<file path="config.mk">
export PLATFORM = sky130hd
export DESIGN_NAME = mult_div_unit
export DESIGN_NICKNAME = d
export VERILOG_FILES = /design/src/rtl/mips_pkg.sv /design/src/rtl/div_core.sv /design/src/rtl/mult_div_unit.sv
export SDC_FILE = /design/constraint.sdc
export NUM_CORES = 1
export LEC_CHECK = 0
export CAP_MARGIN = 20
export CELL_PAD_IN_SITES_DETAIL_PLACEMENT = 0
export CELL_PAD_IN_SITES_GLOBAL_PLACEMENT = 1
export CORE_AREA = 2 2 143 285
export CTS_BUF_LIST = sky130_fd_sc_hd__clkbuf_4 sky130_fd_sc_hd__clkbuf_8
export DETAILED_ROUTE_END_ITERATION = 10
export DIE_AREA = 0 0 145 287
export GPL_ROUTABILITY_DRIVEN = 0
export PLACE_DENSITY = 0.93
export SKIP_CTS_REPAIR_TIMING = 1
export SYNTH_ARGS = -nofsm -noshare
export SYNTH_HDL_FRONTEND = slang
export SYNTH_SLANG_ARGS = --single-unit
</file>
<file path="constraint.sdc">
create_clock -name clk -period 4.37 [get_ports clk]
set_input_delay 0.874 -clock clk [delete_from_list [all_inputs] [get_ports clk]]
set_output_delay 0.874 -clock clk [all_outputs]
set_load 0.005 [all_outputs]
</file>
<file path="src/rtl/mips_pkg.sv">
// Shared definitions for the multicycle MIPS datapath: operation selects,
// multiply/divide FSM states and default datapath widths.
package mips_pkg;
  localparam int WIDTH_DEF = 32;
  localparam int CNT_W_DEF = 5;

  localparam logic MULTORDIV_MULT = 1'b0;
  localparam logic MULTORDIV_DIV  = 1'b1;

  typedef enum logic [1:0] {
    ST_IDLE   = 2'd0,
    ST_MULT   = 2'd1,
    ST_DIV    = 2'd2,
    ST_FINISH = 2'd3
  } state_t;
endpackage

</file>
<file path="src/rtl/div_core.sv">
// Restoring divider on unsigned magnitudes: one quotient bit per enabled step.
// The quotient register doubles as the dividend shift register.
module div_core #(
  parameter int WIDTH = 32
) (
  input  logic             clk,
  input  logic             reset,
  input  logic             load,
  input  logic             step,
  input  logic [WIDTH-1:0] dividend,
  input  logic [WIDTH-1:0] divisor,
  output logic [WIDTH-1:0] quo,
  output logic [WIDTH-1:0] rem
);
  logic [WIDTH-1:0] dvs;
  logic [WIDTH:0]   shifted;
  logic [WIDTH-1:0] diff;
  logic             fits;

  assign shifted = {rem, quo[WIDTH-1]};
  assign fits    = shifted >= {1'b0, dvs};
  // When the divisor fits, the difference is below dvs and fits in WIDTH bits.
  assign diff    = shifted[WIDTH-1:0] - dvs;

  always_ff @(posedge clk) begin
    if (reset) begin
      dvs <= '0;
      quo <= '0;
      rem <= '0;
    end else if (load) begin
      dvs <= divisor;
      quo <= dividend;
      rem <= '0;
    end else if (step) begin
      if (fits) begin
        rem <= diff;
        quo <= {quo[WIDTH-2:0], 1'b1};
      end else begin
        rem <= shifted[WIDTH-1:0];
        quo <= {quo[WIDTH-2:0], 1'b0};
      end
    end
  end
endmodule

</file>
<file path="src/rtl/mult_div_unit.sv">
// Iterative signed MULT (radix-2 Booth) / DIV (restoring on magnitudes) unit
// feeding HI/LO; done pulses once per accepted operation.
module mult_div_unit
  import mips_pkg::*;
#(
  parameter int WIDTH = WIDTH_DEF,
  parameter int CNT_W = CNT_W_DEF
) (
  input  logic             clk,
  input  logic             reset,
  input  logic             start,
  input  logic             MultOrDiv,
  input  logic [WIDTH-1:0] A,
  input  logic [WIDTH-1:0] B,
  output logic             busy,
  output logic             done,
  output logic             ErroDiv,
  output logic [WIDTH-1:0] HI,
  output logic [WIDTH-1:0] LO
);
  state_t           state, state_nxt;
  logic [CNT_W-1:0] cnt;
  logic             op_div, err, neg_q, neg_r;
  logic [WIDTH-1:0] mcand, b_lo;
  logic [WIDTH:0]   b_hi;
  logic             b_q;
  logic [WIDTH:0]   m_ext, booth_sum;
  logic [WIDTH-1:0] a_mag, b_mag, quo_mag, rem_mag;
  logic             last, b_zero, div_load;

  assign last     = (cnt == '1);
  assign b_zero   = (B == '0);
  assign a_mag    = A[WIDTH-1] ? -A : A;
  assign b_mag    = B[WIDTH-1] ? -B : B;
  assign div_load = (state == ST_IDLE) && start && (MultOrDiv == MULTORDIV_DIV) && !b_zero;

  div_core #(.WIDTH(WIDTH)) u_div_core (
    .clk      (clk),
    .reset    (reset),
    .load     (div_load),
    .step     (state == ST_DIV),
    .dividend (a_mag),
    .divisor  (b_mag),
    .quo      (quo_mag),
    .rem      (rem_mag)
  );

  always_ff @(posedge clk) begin
    if (reset) state <= ST_IDLE;
    else       state <= state_nxt;
  end

  always_comb begin
    state_nxt = state;
    busy      = 1'b0;
    case (state)
      ST_IDLE: begin
        if (start) begin
          if (MultOrDiv == MULTORDIV_MULT) state_nxt = ST_MULT;
          else if (b_zero)                 state_nxt = ST_FINISH;
          else                             state_nxt = ST_DIV;
        end
      end
      ST_MULT, ST_DIV: begin
        busy = 1'b1;
        if (last) state_nxt = ST_FINISH;
      end
      ST_FINISH: begin
        busy      = 1'b1;
        state_nxt = ST_IDLE;
      end
      default: state_nxt = ST_IDLE;
    endcase
  end

  // Booth hi carries one guard bit so subtracting -2^(W-1) cannot overflow.
  always_comb begin
    m_ext = {mcand[WIDTH-1], mcand};
    case ({b_lo[0], b_q})
      2'b01:   booth_sum = b_hi + m_ext;
      2'b10:   booth_sum = b_hi - m_ext;
      default: booth_sum = b_hi;
    endcase
  end

  always_ff @(posedge clk) begin
    if (reset) begin
      cnt     <= '0;
      op_div  <= 1'b0;
      err     <= 1'b0;
      neg_q   <= 1'b0;
      neg_r   <= 1'b0;
      mcand   <= '0;
      b_hi    <= '0;
      b_lo    <= '0;
      b_q     <= 1'b0;
      HI      <= '0;
      LO      <= '0;
      done    <= 1'b0;
      ErroDiv <= 1'b0;
    end else begin
      done    <= 1'b0;
      ErroDiv <= 1'b0;
      case (state)
        ST_IDLE: begin
          if (start) begin
            cnt    <= '0;
            op_div <= MultOrDiv;
            err    <= (MultOrDiv == MULTORDIV_DIV) && b_zero;
            neg_q  <= A[WIDTH-1] ^ B[WIDTH-1];
            neg_r  <= A[WIDTH-1];
            mcand  <= A;
            b_hi   <= '0;
            b_lo   <= B;
            b_q    <= 1'b0;
          end
        end
        ST_MULT: begin
          cnt  <= cnt + 1'b1;
          b_hi <= {booth_sum[WIDTH], booth_sum[WIDTH:1]};
          b_lo <= {booth_sum[0], b_lo[WIDTH-1:1]};
          b_q  <= b_lo[0];
        end
        ST_DIV: cnt <= cnt + 1'b1;
        ST_FINISH: begin
          done    <= 1'b1;
          ErroDiv <= err;
          if (!err) begin
            if (op_div) begin
              LO <= neg_q ? -quo_mag : quo_mag;
              HI <= neg_r ? -rem_mag : rem_mag;
            end else begin
              HI <= b_hi[WIDTH-1:0];
              LO <= b_lo;
            end
          end
        end
        default: ;
      endcase
    end
  end
endmodule

</file>
Word-level counts from Yosys, hierarchy flattened. Index checks and enable logic that the tools add are counted.

Add/subtract/negate cells: 8. Multiply operators: 0. Divide/modulo/power cells: 0. $lt $le $gt $ge: 1. Equal/unequal tests: 8. Shifts and indexed selects: 0. Muxes and demuxes: 26. Bitwise logic cells: 3. Reductions and logical operators: 19.

Operator list (number): 32-bit two-way mux (10); 33-bit one-hot mux with 2 select lines (2); 32-bit negation (4); 32-bit one-hot mux with 2 select lines (1); 33-bit adder (1); 33-bit by 32-bit >= comparator with 1-bit output (1); 33-bit two-way mux (1); 33-bit subtractor (1); 32-bit logical NOT (1); 32-bit subtractor (1); 5-bit one-hot mux with 2 select lines (1); 2-bit AND reduction (5); 2-bit equality test (second input constant) (3); 2-bit two-way mux (3); 2-bit one-hot mux with 3 select lines (1); 2-bit nonzero test (3); 2-bit OR reduction (3); 5-bit by 1-bit adder with 5-bit output (second input constant) (1); 5-bit equality test (second input constant) (1); 1-bit two-way mux (5); 5-bit two-way mux (1); 2-bit by 1-bit equality test with 1-bit output (second input constant) (2); 1-bit logical AND (4); 3-bit OR reduction (1); other kinds (7) (8).

Register bits: 271. Latch bits: 0. RAM bits: 0. ROM bits: 0. Input bits: 68. Output and inout bits: 67. Logic and storage cells: 82. Memories: 0.

Logic depth before layout (Yosys ltp). Gate-level depths: netlist of the first run.

Depth in word-level cells: 5. Depth in mapped cells: 18. Gate-level depth less buffers: 16.

Hierarchy. Synthesis of the first run repeated with hierarchy kept, for this count alone.

Cell total of the unflattened synthesis: 2369. Area, all modules: 18171.2 µm².

Modules (own cells, without submodules): mult_div_unit (instances 1, cells an instance 1645, area each 12425.7 µm², seq. area each 3463.3 µm²); div_core (instances 1, cells an instance 724, area each 5745.5 µm², seq. area each 1921.8 µm²).

Worst setup path after synthesis of the first run. OpenSTA, ideal clock, no wires.

Kind: flip-flop to flip-flop. From: register mcand[2]. To: register b_hi[31]. Data arrival time: 3.501 ns. Data required time: 4.234 ns. Path slack: 0.733 ns. Cell stages (with the launch flop): 17. Buffers on the path: 1. Clock period less this slack: 3.637 ns. Path through: dfxtp_1 -> or3_1 -> nor3_1 -> nand2b_1 -> nor3_1 -> and2_0 -> a21oi_1 -> xnor2_1 -> ha_1 -> and3_1 -> buf_1 -> nand2_1 -> o221a_2 -> o31a_1 -> o311ai_0 -> xnor2_1 -> o22ai_1.

Word-level cells in the longest chain between the ends: 3.

Ends and longest elaborated chain: from (decl) (line mult_div_unit.sv:24) `logic [WIDTH-1:0] mcand, b_lo;`; from (signal assigned) (line mult_div_unit.sv:93) `mcand <= '0;`; from (signal assigned) (line mult_div_unit.sv:112) `mcand <= A;`; 33-bit subtractor / 33-bit adder (equally long branches) (line mult_div_unit.sv:81, mult_div_unit.sv:80); 33-bit one-hot mux with 2 select lines (*) (line mult_div_unit.sv:79) `case ({b_lo[0], b_q})`; 33-bit one-hot mux with 2 select lines (*) (line mult_div_unit.sv:104) `case (state)`; to (signal assigned) (line mult_div_unit.sv:120) `b_hi <= {booth_sum[WIDTH], booth_sum[WIDTH:1]};`; to (decl) (line mult_div_unit.sv:25) `logic [WIDTH:0] b_hi;`.

Mark *: on every way between the ends. The rest lies on a longest branch, timed or not. A chain may end at the register's enable or synchronous reset.

Worst setup path after layout of the first run.
From: register mcand[2]. To: register b_hi[28].

Same word-level chain as after synthesis.

==> results of run 1 <==
cells in the mapped netlist (all sizes together), types with 17 or more instances:
library cell / n / share of area (%)
nor2: 286 / 6.1
dfxtp: 269 / 30
a21oi: 204 / 5.7
nand2: 183 / 3.8
a211oi: 162 / 6.8
clkbuf: 132 / 2.8
o21ai: 123 / 3.4
xnor2: 115 / 5.6
mux2i: 92 / 5.1
inv: 83 / 1.7
xor2: 81 / 4.0
ha: 77 / 5.4
o31ai: 41 / 1.7
a21o: 35 / 1.5
or3: 30 / 1.1
nor3: 27 / 0.75
or4: 26 / 1.2
nand3: 25 / 0.70
a22oi: 24 / 1.0
buf: 23 / 0.59
o41ai: 21 / 1.1
and3: 19 / 0.66
nor2b: 19 / 0.66
or2: 17 / 0.59
cells in the final DEF, fill, tap and decap left out, types with 24 or more instances in the layout:
cell type        count
ha_1                75
clkdlybuf4s50_1    133
mux2i_1             92
xor2_1              81
a21oi_1            202
o31ai_1             41
nor2_1             283
a211oi_1           162
nor3_1              27
a22oi_1             24
dfxtp_1            268
inv_1               83
a21o_1              34
buf_4               44
nand3_1             25
or3_1               29
xnor2_1            115
clkbuf_8            51
nand2_1            183
o21ai_0            116
worst register-to-register path, cell delays in order (launching register included):
cell and delay (ns):
dfxtp_1 0.31, or3_1 0.38, nor3_1 0.22, nand2b_1 0.14, nor3_1 0.27, a21oi_1 0.12, xnor2_1 0.39, ha_1 0.33
nand2_1 0.08, o21ai_0 0.40, o21ai_0 0.16, a31oi_1 0.23, o221ai_1 0.18, buf_4 0.19, o31ai_1 0.30, xnor2_1 0.18
o22ai_1 0.10
registers in the layout, indices dropped and copies added, names as in the netlist, 5 cells and up:
signal,count
HI,32
LO,32
b_hi,32
b_lo,32
cnt,5
mcand,31
u_div_core.dvs,32
u_div_core.quo,32
u_div_core.rem,32
routing by layer:
metal  up-vias  GRT usage (%)
li1       8458              -
met1      8325           28.4
met2       533           51.0
met3       212           2.98
met4         0           21.5
met5         -              0
logic make-up (layout without fill, tap and decap cells):
logic type	after synthesis	in the layout	share of synthesized area (%)
AOI/OAI and AO/OA	721	721	26.3
and+or+nand+nor	699	699	18.1
DFF	269	269	30.0
buffers and inverters	240	342	5.16
xor gates and xnor gates	196	196	9.57
muxes	95	95	5.32
adders and majority gates	79	79	5.59
other	0	1	0
worst max path at each step:
stage | from | end | slack [ns] | cells past startpoint
2_1_floorplan | mcand[2] | b_hi[31] | 0.73 | 16
3_3_place_gp | B[8] | u_div_core.rem[12] | 0.24 | 10
3_5_place_dp | B[8] | u_div_core.rem[10] | 0.13 | 10
4_1_cts | mcand[2] | b_hi[28] | 0.28 | 16
5_1_grt | mcand[2] | b_hi[28] | 0.01 | 17
6_report | mcand[2] | b_hi[28] | 0.24 | 16
area by class of cell:
type,instances,area [um2]
tap,525,657
antenna,1,2.50
fill,3727,18600
clock buffer,63,792
inverter,84,315
timing repair buffer,185,1830
multi-input combinational,1790,11700
clock inverter,10,85.1
sequential,269,5390
stage by stage:
stage          utilization [%]  total power [uW]
2_1_floorplan                -              9360
3_3_place_gp              50.4             11500
3_5_place_dp              50.4             11600
4_1_cts                   52.7             13900
5_1_grt                   52.8             15000
6_report                  52.8             14100
power groups by stage:
stage,registers (uW),logic (uW),clock network [uW]
after CTS,3420,8200,2320
after global placement,3450,8030,0
after global routing,3490,9060,2410
final,3440,8380,2300
after floorplan,3250,6110,0
after detailed placement,3470,8160,0
==> flow_summary.yaml, run 1 <==
floorplan:
  die-height_um: 287
  dieArea_um2: 41600
  rows: 103
  start_util_pct: 45.6
  pin_count: 135
  design.core.area_um2: 39300
  die_width_um: 145
global_route:
  grt_pass1_vias: 16882
  grt_pass1_wl_mm: 91.8
  grt.total_usage_pct: 27.6
  grt_max_degree: 168
  grt_overflow_total: 0
  antenna_found_initial: 1
logic_synthesis:
  syn-cell-area_um2: 17900
  async_reset_ff_share_pct: 0
  yosysWarnings: 0
  synth_cell_types: 81
  syn_inst: 2299
  syn_nets: 2446
  avgSynthCellArea_um2: 7.80
  synth_seq_area_share_pct: 30.0
  ys_seq_elements: 269
  synth_edf_count: 0
  ys.flop_type: "dfxtp_1"
power_and_ir_drop:
  power-per-cell-area_nw_per_um2: 680
  irDropWorstVdd_v: 0.000492
  p_leak_uw: 0.00775
  p_sw_share_pct: 47.4
  pwr-share-seq_pct: 24.4
  combPwrFrac_pct: 59.3
  clockPowerShare_pct: 16.3
  switchingPower_uw: 6690
  p_int_uw: 7430
routing:
  vias: 17528
  viasPerCell: 5.99
  wl_mm: 59.9
  met3_length_mm: 2.25
  wl_met2_mm: 30.5
  drc: 0
  ant_nets: 0
  routed.top_layer: "met4"
  initialDrtViolationCount: 1407
  drt-met1-wl_mm: 22.0
  drt_first_pass_iters: 6
  drt-wirelength-per-cell_um: 20.5
critical_path:
  critPathLaunchType: "flop"
  crit_family: "compound AO/OA/AOI/OAI gates"
  max_stage_delay_ns: 0.40
  path_buf_inv: 1
  crit_path_end_kind: "flop"
  r2r-end: "b_hi[28]"
  critPathMaxFanout: 7
  r2r-start: "mcand[2]"
  crit_arrival_ns: 4.57
  critPathKind: "flop to flop"
  path_cells: "or3_1 -> nor3_1 -> nand2b_1 -> nor3_1 -> a21oi_1 -> xnor2_1 -> ha_1 -> nand2_1 -> o21ai_0 -> o21ai_0 -> a31oi_1 -> o221ai_1 -> buf_4 -> o31ai_1 -> xnor2_1 -> o22ai_1"
  reg2reg_slack_ns: 0.24
  ff2ff_path_depth: 16
  worstPathRequired_ns: 4.81
  cp_slowest_cell: "o21ai_0"
timing:
  final.setup.worst_slack_ns: 0.241
  tightest_slew_ns: 1.03
  setup_viol: 0
  rsz0062_at_grt: "no"
  fmax_mhz: 242
  clock_skew_ns: 0.0168
  worst_hold_slack_ns: 0.457
  hold_violations: 0
  finalMaxSlewViolations: 0
  slew_headroom_pct: 31.1
  tns_ns: 0
  finalCritPeriodShare_pct: 94.5
  period_minus_slack_ns: 4.13
clocking:
  clk_pin_slew_worst_paths_ns: 0.07
  cts_max_level: 2
  clk_latency_ns: 0.60
  numCtsBuffers: 41
  cts_buffer_depth: 3
  cts_tree: "built"
  root_buffer: "clkbuf_8"
  clock-sinks: 269
min_path:
  min_path_type: "flop to flop"
  min_to: "HI[25]"
  worstHoldPathCells: 2
  holdCritStartpoint: "HI[25]"
place:
  detailed_place.area_um2: 19800
  dp_cells: 2851
  port_buffers: 134
  post-place-ws_ns: 0.126
  dp_hpwl_mm: 45.4
layout:
  final_nets: 2518
  area_growth_pct: 15.7
  instances_no_fill: 2927
  postLayoutCellArea_um2: 20800
  layout-drive-gt1-share_pct: 7.12
run:
  cap_violations: 0
outcome:
  status: "complete, no violations"
Note: power is estimated with default switching activity, not from simulation.
==> inputs of run 2 (changes only) <==
Settings changed: GPL_TIMING_DRIVEN from default to 0, SLEW_MARGIN from default to 20.
==> run 2 against run 1 <==
Design area up 0.96%. Register-to-register slack worse by 0.06 ns. Power up 2.4%. Largest cell class unchanged. Clock power up 2%. Hold slack better by 0.022 ns. Critical path depth down 7. Sequential share of layout area down 0.27 points. Critical endpoint is now u_div_core.dvs[13]. Combinational power up 3.6%. Global-route usage up 3.9 points. Clock skew about the same.
==> flow_summary.yaml, run 2 (synthesis gave the netlist of run 1 again) <==
layout:
  layout-drive-gt1-share_pct: 5.80
  final_common_cell: "nor2_1"
  final_nets: 2619
  fill_cells: 3809
  instances_no_fill: 3028
  seq_area_um2: 5390
  multi_input_area_um2: 11800
  layout_common_cells: "nor2_1, dfxtp_1, a21oi_1, nand2_1, a211oi_1"
  area_growth_pct: 16.8
critical_path:
  path_cells: "clkdlybuf4s50_1 -> or4_1 -> or4_1 -> clkbuf_1 -> or4_4 -> o21bai_2 -> buf_4 -> clkbuf_1 -> a211oi_1"
  critPathLaunchType: "input pin"
  r2r-start: "u_div_core.rem[21]"
  r2r-end: "u_div_core.rem[28]"
  crit_arrival_ns: 4.64
  critPathKind: "input pin to flop"
  cp_slowest_cell: "or4_1"
  crit_path_end_kind: "flop"
  worstPathRequired_ns: 4.79
  max_stage_delay_ns: 0.62
  reg2reg_slack_ns: 0.18
  ff2ff_path_depth: 12
  critPathMaxFanout: 10
global_route:
  grt_max_degree: 11
  antenna_found_initial: 1
  grt_pass1_wl_mm: 103
  grt_overflow_total: 0
  grt_pass1_vias: 18504
  grt.total_usage_pct: 31.6
min_path:
  holdCritStartpoint: "u_div_core.dvs[28]"
  worstHoldPathCells: 2
  min_path_type: "flop to flop"
  min_to: "u_div_core.dvs[28]"
place:
  port_buffers: 133
  dp_hpwl_mm: 54.7
  dp_cells: 2957
  post-place-ws_ns: -0.462
power_and_ir_drop:
  irDropWorstVdd_v: 0.000291
  p_leak_uw: 0.00773
  power-per-cell-area_nw_per_um2: 690
timing:
  period_minus_slack_ns: 4.23
  hold_violations: 0
  slew_headroom_pct: 36.3
  final.setup.worst_slack_ns: 0.143
  finalCritPeriodShare_pct: 96.7
  fmax_mhz: 237
  tns_ns: 0
  setup_viol: 0
  tightest_slew_ns: 0.955
  worst_hold_slack_ns: 0.479
  finalMaxSlewViolations: 0
  rsz0062_at_grt: "no"
  clock_skew_ns: 0.0168
run:
  cap_violations: 0
clocking:
  clk_pin_slew_worst_paths_ns: 0.06
  cts_max_level: 2
  root_buffer: "clkbuf_8"
  numCtsBuffers: 40
  clock-sinks: 269
  cts_tree: "built"
  clk_latency_ns: 0.59
  cts_buffer_depth: 3
outcome:
  status: "complete, no violations"
floorplan:
  start_util_pct: 45.6
  die_width_um: 145
  rows: 103
  die-height_um: 287
  dieArea_um2: 41600
  pin_count: 135
  design.core.area_um2: 39300
routing:
  wl_mm: 68.2
  vias: 18448
  drt-wirelength-per-cell_um: 22.5
  drt_first_pass_iters: 6
  drc: 0
  initialDrtViolationCount: 1363
  ant_nets: 0
  viasPerCell: 6.09
[run 2: per-layer routing]
metal	wire (um)	vias to the layer above	GRT usage, %	part of all wire (%)
met4	7070	0	28.3	10
met5	0	-	0	0
met2	34800	784	59.0	51
met3	3160	299	3.32	4.6
li1	-	8657	-	-
met1	23100	8708	30.3	34
[run 2: worst max-delay path by stage]
stage	from	endpoint
3_3_place_gp	mcand[2]	b_hi[30]
4_1_cts	mcand[2]	b_hi[22]
3_5_place_dp	mcand[2]	b_hi[30]
2_1_floorplan	mcand[2]	b_hi[31]
6_report	B[8]	u_div_core.dvs[13]
5_1_grt	b_lo[0]	b_hi[31]
[run 2: critical path, delay by kind of cell]
family / cells / cell delay (ns)
AO/OA/AOI/OAI: 2 / 0.40
buffers and inverters: 4 / 1.60
AND/OR/NAND/NOR: 3 / 1.75
[run 2: final cells by class]
type	count	share of cell area, %
multi-input cells	1790	56.1
flip-flops and latches	269	25.7
repair buffers	133	6.35
clock buffers	58	3.57
well taps	525	3.14
plain buffers	154	2.89
inverters	84	1.50
clock inverters	14	0.717
diodes	1	0.0119
[run 2: report_power, final]
part	total, uW	internal (uW)	switching (uW)
registers	3430	2870	560
clock network	2340	1280	1060
logic	8680	3260	5420
[run 2: through the flow]
stage	power, uW	util [%]	instance area [um2]
3_3_place_gp	11600	50.7	19900
5_1_grt	15200	53.3	21000
4_1_cts	14200	53.0	20800
3_5_place_dp	11800	50.7	19900
2_1_floorplan	9360	-	17900
6_report	14500	53.3	21000
==> inputs of run 3 (changes only) <==
Settings changed: ABC_AREA from default to 1, CORE_AREA 2 2 143 285 to 2 2 158 315, DIE_AREA 0 0 145 287 to 0 0 160 317.
==> run 3 against run 2 <==
Routed wire length up 24%. Hold slack worse by 0.013 ns. Fmax up 8.5%. First-iteration DRC count up 12%. Synthesized area up 15%. Synthesized cell count up 51%. Clock power up 13%. Via count up 27%. Clock-buffer cell count up 4. Critical endpoint is now b_hi[30]. Largest cell class unchanged.
==> flow_summary.yaml, run 3 <==
outcome:
  status: "complete, no violations"
min_path:
  worstHoldPathCells: 2
  holdCritStartpoint: "HI[14]"
  min_to: "HI[14]"
  min_path_type: "flop to flop"
power_and_ir_drop:
  p_sw_share_pct: 55.8
  pwr-share-seq_pct: 17.9
  switchingPower_uw: 10700
  p_int_uw: 8520
  power_uw: 19300
  power-per-cell-area_nw_per_um2: 811
  clockPowerShare_pct: 13.7
  p_leak_uw: 0.0108
  combPwrFrac_pct: 68.4
  irDropWorstVdd_v: 0.000499
critical_path:
  crit_path_end_kind: "flop"
  critPathMaxFanout: 5
  ff2ff_path_depth: 20
  critPathLaunchType: "flop"
  worstPathRequired_ns: 4.82
  critPathKind: "flop to flop"
  r2r-start: "mcand[1]"
  r2r-end: "b_hi[30]"
  reg2reg_slack_ns: 0.47
  crit_arrival_ns: 4.34
floorplan:
  start_util_pct: 42.7
  pin_count: 135
  die-height_um: 317
  rows: 114
  die_width_um: 160
  design.core.area_um2: 48200
  dieArea_um2: 50700
timing:
  tightest_slew_ns: 0.987
  setup_viol: 0
  hold_violations: 0
  tns_ns: 0
  clock_skew_ns: 0.0315
  finalCritPeriodShare_pct: 89.2
  fmax_mhz: 257
  rsz0062_at_grt: "no"
  finalMaxSlewViolations: 0
  worst_hold_slack_ns: 0.466
  period_minus_slack_ns: 3.90
  slew_headroom_pct: 34.2
routing:
  initialDrtViolationCount: 1527
  drc: 0
  wl_mm: 84.7
  drt_first_pass_iters: 6
  ant_nets: 0
  viasPerCell: 5.40
  drt-wirelength-per-cell_um: 19.6
  vias: 23338
logic_synthesis:
  syn-cell-area_um2: 20600
  synth_seq_area_share_pct: 26.1
  synth_adder_area_share_pct: 4.87
  synthTopCellsByCount: "nand2_1, inv_1, nor2_1"
  avgSynthCellArea_um2: 5.93
  synth_top_family_by_area: "simple AND/OR/NAND/NOR gates"
  syn_nets: 3621
  yosys-top-cells-area: "dfxtp_1, nand2_1, inv_1"
  synth.area.mux_share_pct: 0
  synth-xor-area-share_pct: 4.55
  yosysMostFrequentCell: "nand2_1"
  syn_inst: 3474
  synth_top_area_cell: "dfxtp_1"
  ys_seq_elements: 269
  synth.top_cell.area_share_pct: 26.1
  yosysWarnings: 0
  synth_compound_area_share_pct: 16.9
  ys.flop_type: "dfxtp_1"
  synth_cell_types: 51
  yosys.area_share.simple_pct: 35.9
  synth_edf_count: 0
  async_reset_ff_share_pct: 0
global_route:
  grt_max_degree: 13
  grt_overflow_total: 0
  grt_pass1_wl_mm: 126
  antenna_found_initial: 3
  grt.total_usage_pct: 32.3
  grt_pass1_vias: 22537
layout:
  layout_common_cells: "nand2_1, inv_1, nor2_1, a21oi_1, dfxtp_1"
  fill_cells: 5324
  area_growth_pct: 15.3
  final_nets: 3797
  final_common_cell: "nand2_1"
  seq_area_um2: 5390
  multi_input_area_um2: 12800
  layout-drive-gt1-share_pct: 3.94
place:
  port_buffers: 132
  dp_hpwl_mm: 69.7
clocking:
  cts_max_level: 2
  clk_pin_slew_worst_paths_ns: 0.07
  clock-sinks: 269
  cts_buffer_depth: 3
  numCtsBuffers: 42
  root_buffer: "clkbuf_8"
  cts_tree: "built"
  clk_latency_ns: 0.63
run:
  cap_violations: 0
[run 3: layout make-up]
| cell class | count | area share (%) |
|---|---|---|
| Multi-Input combinational cell | 2588 | 53.9 |
| Sequential cell | 269 | 22.7 |
| Inverter | 479 | 7.58 |
| Timing Repair Buffer | 132 | 5.56 |
| Clock buffer | 62 | 3.38 |
| Tap cell | 638 | 3.36 |
| Buffer | 138 | 2.55 |
| Clock inverter | 14 | 0.964 |
| Antenna cell | 1 | 0.0105 |
[run 3: layer usage]
layer	part of all wire, %	global-route usage [%]	vias up
li1	-	-	11571
met5	0.025	0	-
met1	35	31.2	10570
met4	11	30.4	4
met3	4.5	3.35	335
met2	50	59.8	858
[run 3: kinds of logic (layout without fill, tap and decap cells)]
family | Yosys count | in the layout
xor gates and xnor gates | 107 | 107
other | 0 | 1
buffers and inverters | 617 | 825
DFF | 269 | 269
AOI/OAI and AO/OA | 625 | 625
and+or+nand+nor | 1777 | 1777
adders and majority gates | 79 | 79
[run 3: metrics by stage]
stage / utilization [%] / cell area (um2) / setup slack [ns] / std cells
after floorplan: - / 20600 / 1.62 / 3474
after global routing: 49.3 / 23700 / 0.234 / 4321
after detailed placement: 47.1 / 22700 / 0.585 / 4244
after global placement: 47.1 / 22700 / 0.626 / 4244
final: 49.3 / 23700 / 0.474 / 4321
after CTS: 49.3 / 23700 / 0.545 / 4320
[run 3: power groups by stage]
| stage | combinational [uW] | sequential [uW] | clock, uW |
|---|---|---|---|
| after floorplan | 9250 | 3260 | 0 |
| after global placement | 12900 | 3470 | 0 |
| after detailed placement | 12900 | 3480 | 0 |
| after CTS | 13000 | 3430 | 2650 |
| after global routing | 14600 | 3500 | 2740 |
| final | 13200 | 3460 | 2640 |
[run 3: worst max path at each step]
stage	startpoint	end	slack, ns
after global routing	b_lo[0]	b_hi[30]	0.23
after CTS	b_lo[0]	b_hi[30]	0.54
after floorplan	mcand[2]	b_hi[31]	1.62
final	mcand[1]	b_hi[30]	0.47
after detailed placement	b_lo[0]	b_hi[30]	0.58
after global placement	b_lo[0]	b_hi[31]	0.63
[run 3: critical path, cell delays in order (launching register included)]
cell	delay [ns]
dfxtp_1	0.30
inv_1	0.12
ha_1	0.18
nand2_1	0.10
nor2_1	0.21
nand2_1	0.16
nor2_1	0.12
nand4_1	0.17
o21ai_0	0.24
xor2_1	0.48
ha_1	0.38
a21oi_1	0.25
inv_1	0.06
nand3_1	0.07
nand3_1	0.11
a21oi_1	0.40
nand2_1	0.10
nand2_1	0.08
nand3_1	0.06
nand2_1	0.09
a21oi_1	0.06
